**src/rtl/mixer_pkg.sv**
```systemverilog
// Shared constants for the mixer control link: register addresses, frame
// field offsets and the receiver state encoding.
package mixer_pkg;

   localparam int MIXER_ADDR_W = 2;

   localparam logic [MIXER_ADDR_W-1:0] MIXER_PD   = 2'd0;
   localparam logic [MIXER_ADDR_W-1:0] MIXER_OTA  = 2'd1;
   localparam logic [MIXER_ADDR_W-1:0] MIXER_BUFF = 2'd2;
   localparam logic [MIXER_ADDR_W-1:0] MIXER_STAT = 2'd3;

   localparam int FRAME_ADDR_LSB = 6;
   localparam int FRAME_DATA_LSB = 0;
   localparam int FRAME_BUFF_W   = 2;

   typedef enum logic {
      IDLE  = 1'b0,
      SHIFT = 1'b1
   } rxState_e;

endpackage

```
**src/rtl/ser_sync_edge.sv**
```systemverilog
// Synchronizer chain for one asynchronous serial input, with a registered
// rising-edge pulse derived from the synchronized level.
module ser_sync_edge #(
   parameter int STAGES = 2
) (
   input  logic clk,
   input  logic rst,
   input  logic din_i,
   output logic level_o,
   output logic rise_o
);

   logic [STAGES-1:0] sync_q;
   logic              prev_q;
   logic              rise_q;

   // The edge pulse is registered so it lands one cycle after the level settles.
   always_ff @(posedge clk) begin
      if (rst) begin
         sync_q <= '0;
         prev_q <= 1'b0;
         rise_q <= 1'b0;
      end else begin
         sync_q[0] <= din_i;
         for (int i = 1; i < STAGES; i++) begin
            sync_q[i] <= sync_q[i-1];
         end
         prev_q <= sync_q[STAGES-1];
         rise_q <= sync_q[STAGES-1] & ~prev_q;
      end
   end

   assign level_o = sync_q[STAGES-1];
   assign rise_o  = rise_q;

endmodule

```
**src/rtl/mixer_ser_rx.sv**
```systemverilog
// Serial control-word receiver: decodes 8-bit frames from a 3-wire link into
// the mixer control lines and offers a CPU read-back port.
module mixer_ser_rx
   import mixer_pkg::*;
#(
   parameter int WORD_W      = 8,
   parameter int SYNC_STAGES = 2,
   parameter int DATA_W      = 32
) (
   input  logic                    clk,
   input  logic                    rst,
   input  logic                    ser_clk,
   input  logic                    ser_data,
   input  logic                    ser_le,
   input  logic                    valid,
   input  logic [MIXER_ADDR_W-1:0] address,
   output logic [DATA_W-1:0]       rdata,
   output logic                    ready,
   output logic                    pd,
   output logic                    ota,
   output logic [1:0]              buff,
   output logic                    update,
   output logic                    frame_err
);

   localparam int CNT_W = $clog2(WORD_W + 2);

   logic clkRise, leRise, leLevel, dataLevel;
   logic unusedClkLevel, unusedDataRise;

   ser_sync_edge #(.STAGES(SYNC_STAGES)) uClkSync (
      .clk     (clk),
      .rst     (rst),
      .din_i   (ser_clk),
      .level_o (unusedClkLevel),
      .rise_o  (clkRise)
   );

   ser_sync_edge #(.STAGES(SYNC_STAGES)) uDataSync (
      .clk     (clk),
      .rst     (rst),
      .din_i   (ser_data),
      .level_o (dataLevel),
      .rise_o  (unusedDataRise)
   );

   ser_sync_edge #(.STAGES(SYNC_STAGES)) uLeSync (
      .clk     (clk),
      .rst     (rst),
      .din_i   (ser_le),
      .level_o (leLevel),
      .rise_o  (leRise)
   );

   rxState_e                state_q, state_d;
   logic [WORD_W-1:0]       shreg_q, shreg_d;
   logic [CNT_W-1:0]        count_q, count_d;
   logic [CNT_W-1:0]        lastCount_q;
   logic                    pd_q, ota_q, update_q, frameErr_q, errSticky_q, ready_q;
   logic [1:0]              buff_q;
   logic [DATA_W-1:0]       rdata_q;

   logic                    bitRise;
   logic                    frameOk, frameBad;
   logic [MIXER_ADDR_W-1:0] frameAddr;
   logic                    statRead;
   logic [DATA_W-1:0]       readData;
   logic [3:0]              lastCountNib;

   // A latch-enable rise always wins; clock edges are dropped while it is high.
   assign bitRise   = clkRise & ~leLevel & ~leRise;
   assign frameAddr = shreg_q[FRAME_ADDR_LSB +: MIXER_ADDR_W];

   always_ff @(posedge clk) begin
      if (rst) begin
         state_q <= IDLE;
         shreg_q <= '0;
         count_q <= '0;
      end else begin
         state_q <= state_d;
         shreg_q <= shreg_d;
         count_q <= count_d;
      end
   end

   always_comb begin
      state_d = state_q;
      shreg_d = shreg_q;
      count_d = count_q;
      if (leRise) begin
         state_d = IDLE;
         count_d = '0;
      end else if (bitRise) begin
         state_d = SHIFT;
         shreg_d = {shreg_q[WORD_W-2:0], dataLevel};
         if (state_q == IDLE) begin
            count_d = CNT_W'(1);
         end else if (count_q != CNT_W'(WORD_W + 1)) begin
            count_d = count_q + CNT_W'(1);
         end
      end
   end

   always_comb begin
      frameOk  = 1'b0;
      frameBad = 1'b0;
      if (leRise) begin
         frameOk  = (count_q == CNT_W'(WORD_W)) && (frameAddr != MIXER_STAT);
         frameBad = ~frameOk;
      end
   end

   // Applies accepted frames and tracks the error status seen by firmware.
   always_ff @(posedge clk) begin
      if (rst) begin
         pd_q        <= 1'b0;
         ota_q       <= 1'b0;
         buff_q      <= '0;
         update_q    <= 1'b0;
         frameErr_q  <= 1'b0;
         errSticky_q <= 1'b0;
         lastCount_q <= '0;
      end else begin
         update_q   <= frameOk;
         frameErr_q <= frameBad;
         if (leRise) begin
            lastCount_q <= count_q;
         end
         if (frameOk) begin
            case (frameAddr)
               MIXER_PD:   pd_q   <= shreg_q[FRAME_DATA_LSB];
               MIXER_OTA:  ota_q  <= shreg_q[FRAME_DATA_LSB];
               MIXER_BUFF: buff_q <= shreg_q[FRAME_DATA_LSB +: FRAME_BUFF_W];
               default:    ;
            endcase
         end
         if (frameBad) begin
            errSticky_q <= 1'b1;
         end else if (statRead) begin
            errSticky_q <= 1'b0;
         end
      end
   end

   assign statRead     = valid && (address == MIXER_STAT);
   assign lastCountNib = 4'(lastCount_q);

   always_comb begin
      readData = '0;
      case (address)
         MIXER_PD:   readData[0]   = pd_q;
         MIXER_OTA:  readData[0]   = ota_q;
         MIXER_BUFF: readData[1:0] = buff_q;
         default:    readData[4:0] = {errSticky_q, lastCountNib};
      endcase
   end

   always_ff @(posedge clk) begin
      if (rst) begin
         ready_q <= 1'b0;
         rdata_q <= '0;
      end else begin
         ready_q <= valid;
         if (valid) begin
            rdata_q <= readData;
         end
      end
   end

   assign pd        = pd_q;
   assign ota       = ota_q;
   assign buff      = buff_q;
   assign update    = update_q;
   assign frame_err = frameErr_q;
   assign ready     = ready_q;
   assign rdata     = rdata_q;

endmodule

```
**config.mk**
```make
export PLATFORM = sky130hd
export DESIGN_NAME = mixer_ser_rx
export DESIGN_NICKNAME = d
export VERILOG_FILES = /design/src/rtl/mixer_pkg.sv /design/src/rtl/ser_sync_edge.sv /design/src/rtl/mixer_ser_rx.sv
export SDC_FILE = /design/constraint.sdc
export NUM_CORES = 1
export LEC_CHECK = 0
export BUFFER_PORTS_ARGS = -buffer_cell sky130_fd_sc_hd__buf_2
export CAP_MARGIN = 20
export CORE_MARGIN = 2
export CORE_UTILIZATION = 45
export DETAILED_ROUTE_END_ITERATION = 10
export MAX_ROUTING_LAYER = met4
export PLACE_DENSITY_LB_ADDON = 0.12
export SYNTH_ARGS = -nofsm -noshare
export SYNTH_HDL_FRONTEND = slang
export SYNTH_SLANG_ARGS = --single-unit
```
**constraint.sdc**
```tcl
create_clock -name clk -period 1.6 [get_ports clk]
set_input_delay 0.08 -clock clk [delete_from_list [all_inputs] [get_ports clk]]
set_output_delay 0.08 -clock clk [all_outputs]
set_load 0.03 [all_outputs]
```
==> metrics.md <==
| Metric | Value |
|---|---|
| Status | `completed` |
| Routed WL per cell | `11.3 um` |
| Leak pwr | `0.000748 uW` |
| DRC | `0` |
| NumNets Final | `216` |
| Synthesized area | `1730 um2` |
| CTS Sinks | `40` |
| DR WL met2 | `1260 um` |
| Die ar. | `4350 um2` |
| Largest net degree at the start of global routing | `37` |
| Worst-margin pin slew | `0.613 ns` |
| Setup Crit Path Kind | `flip-flop to flip-flop` |
| Warnings, synthesis | `0` |
| Syn_area_per_cell | `9.43 um2` |
| Clock period minus worst slack | `1.44 ns` |
| Clock Latency Late Sink | `0.28 ns` |
| Number of synthesized flops with an enable pin | `0` |
| Routed Antenna Nets | `0` |
| Period utilisation layout | `0.898` |
| Ant diodes | `0` |
| Layout area overhead | `6.82%` |
| Clock buffer depth | `2` |
| Row Count | `22` |
| Setup ws final | `0.163 ns` |
| Crit path max fanout | `6` |
| Final Hold Viols | `0` |
| GPL Wtd Cong | `0.775` |
| Vias in the first global route | `1104` |
| Layout Skew | `0.00134 ns` |
| Hold Path Class | `input pin to flip-flop` |
| GRT overflow | `0` |
| Slew Viols, Final | `0` |
| Power per cell area | `948 nW/um2` |
| Floorplan core area | `3660 um2` |
| Top FF cell, synth | `dfxtp_1` |
| Via density | `4.63` |
| Worst path required time | `1.78 ns` |
| Via count | `1161` |
| Wl on met1 | `1310 um` |
| Clock transition at path regs | `0.07 ns` |
| Overall Global Routing Usage | `0.148` |
| Met3 WL | `198 um` |
| Largest area contributor in the netlist | `dfxtp_1` |
| Worst Path Arrival | `1.61 ns` |
| Placed Area | `1760 um2` |
| Port buffer count | `19` |
| Fmax | `0.696 GHz` |
| Peak supply drop | `0.471 mV` |
| Die height | `65.9 um` |
| Synthesized flop and latch total | `40` |
| Die width | `65.9 um` |
| Highest routed layer | `met4` |
| Top cells by area, synth | `dfxtp_1, buf_4, mux2i_1` |
| Sequential fraction of the synthesis area | `0.464` |
| Setup TNS | `0 ns` |
| Top Ports | `47` |
| Routed WL | `2840 um` |
| Critical path endpoint category | `flip-flop` |
| First-pass GRT wire length | `4730 um` |
| Max-slew headroom | `0.591` |
| Setup slack at placement | `0.146 ns` |
| Async SR Flop Fraction | `0` |
| WHS | `0.00112 ns` |
| CTS H-Tree Depth | `2` |
| Number of buffers created by CTS | `5` |
| Initial antenna violation count | `0` |
| Final setup fails | `0` |
| Synth cell types | `32` |
| Max_cap viols | `0` |
| Synth Instances | `183` |
| CTS tree | `done` |
| Final HPWL DP | `2020 um` |
| Post-route cell area | `1840 um2` |
| RSZ-0062 raised after global routing | `false` |
| Drt initial violations | `38` |
| Layout cells sized above 1 | `0.158` |
| Initial Util | `0.471` |
| Pre-antenna DRT Iters | `3` |
| Top cell type's share of synthesized area | `0.464` |
| CP Launch Type | `flip-flop` |
| CTS root buf | `clkbuf_8` |
## path summary, 6_finish.rpt
path / depth (start not counted) / slack, ns / endpoint / from
hold / removal: 2 / 0.001 / uDataSync.sync_q[0] / ser_data
setup reg to reg: 4 / 0.16 / count_q[0] / count_q[0]
hold reg to reg: 1 / 0.38 / uClkSync.rise_o / uClkSync.prev_q
setup / recovery: 4 / 0.16 / count_q[0] / count_q[0]
## registers in the layout, summed over array words and instances (netlist names)
signal            count
buff                  2
count_q               4
errSticky_q           1
frame_err             1
lastCountNib          4
ota                   1
pd                    1
rdata                 5
ready                 1
shreg_q               8
state_q               1
uClkSync.prev_q       1
uClkSync.rise_o       1
uClkSync.sync_q       2
uDataSync.sync_q      2
uLeSync.prev_q        1
uLeSync.rise_o        1
uLeSync.sync_q        2
update                1
## metrics by stage
step	power [uW]	std cells	utilization
finish	1750	251	0.503
global route	1830	251	0.503
CTS	1770	251	0.502
detailed placement	1190	245	0.481
global placement	1190	245	0.481
floorplan	1220	209	-
## where the power goes
group          switching [uW]  internal, uW  leakage [uW]
Combinational             123          28.7      0.000388
Clock                     298           280     0.0000359
Sequential               6.43          1010      0.000324
Total                     428          1320      0.000748
## cell families (layout without fill, tap and decap cells)
kind of cell / after synthesis / count (layout) / share of synthesized area
compound gates: 22 / 22 / 0.0747
fa+ha+maj: 3 / 3 / 0.0218
buf+inv: 39 / 33 / 0.151
flops: 40 / 40 / 0.464
mux: 12 / 12 / 0.0776
other cells: 1 / 27 / 0.00217
simple gates: 66 / 66 / 0.209
## final cells by class
type,instances,area [um2]
Fill cell,342,1820
Sequential cell,40,801
Multi-Input combinational cell,130,767
Timing Repair Buffer,23,128
Clock buffer,5,68.8
Tap cell,48,60.1
Inverter,5,18.8
## cell usage after synthesis, types with 2 or more instances
cell,n
dfxtp_1,40
buf_4,28
nand2_1,18
a21oi_1,15
nor2b_1,14
mux2i_1,10
nor2_1,10
nand2b_1,9
inv_1,5
clkbuf_1,4
ha_1,3
nand3_1,3
nand4b_1,3
nor3b_1,2
o21ai_1,2
## repair_timing
| action | CTS | global route |
|---|---|---|
| buffers inserted | 0 | 0 |
| resized for setup | 0 | 1 |
| endpoints found under the setup margin | 0 | 2 |
| hold buffers | 1 | 0 |
| endpoints found under the hold margin | 1 | 0 |
## placed cells by master (no fill, tap or decap)
| cell | count |
|---|---|
| a21boi_0 | 1 |
| a2111oi_2 | 1 |
| dlygate4sd3_1 | 1 |
| nand3_1 | 3 |
| nor3_1 | 1 |
| inv_1 | 5 |
| nor2b_1 | 14 |
| buf_4 | 3 |
| dfxtp_1 | 40 |
| or3_1 | 1 |
| o21ai_1 | 2 |
| mux2_2 | 1 |
| conb_1 | 27 |
| mux2i_1 | 10 |
| nand3b_1 | 1 |
| nand2_1 | 18 |
| o21ai_0 | 1 |
| and3_1 | 1 |
| a21oi_1 | 15 |
| or3b_1 | 1 |
| clkbuf_8 | 5 |
| nand4b_1 | 3 |
| and4_1 | 1 |
| nand2b_1 | 9 |
| nor3b_2 | 2 |
| ha_1 | 3 |
| a211oi_1 | 1 |
| nor2_1 | 10 |
| mux4_2 | 1 |
| o32ai_1 | 1 |
| buf_2 | 19 |
| nor3b_1 | 1 |
## critical path: stages (launching register included)
cell	delay, ns
dfxtp_1	0.42
ha_1	0.19
nand4b_1	0.14
and4_1	0.25
a2111oi_2	0.33
## metal layers
metal,track usage,up-vias
met5,-,-
met4,0.0677,0
met3,0.0511,8
met2,0.241,39
met1,0.164,525
li1,-,589
Power figures use the tool's default switching activity.
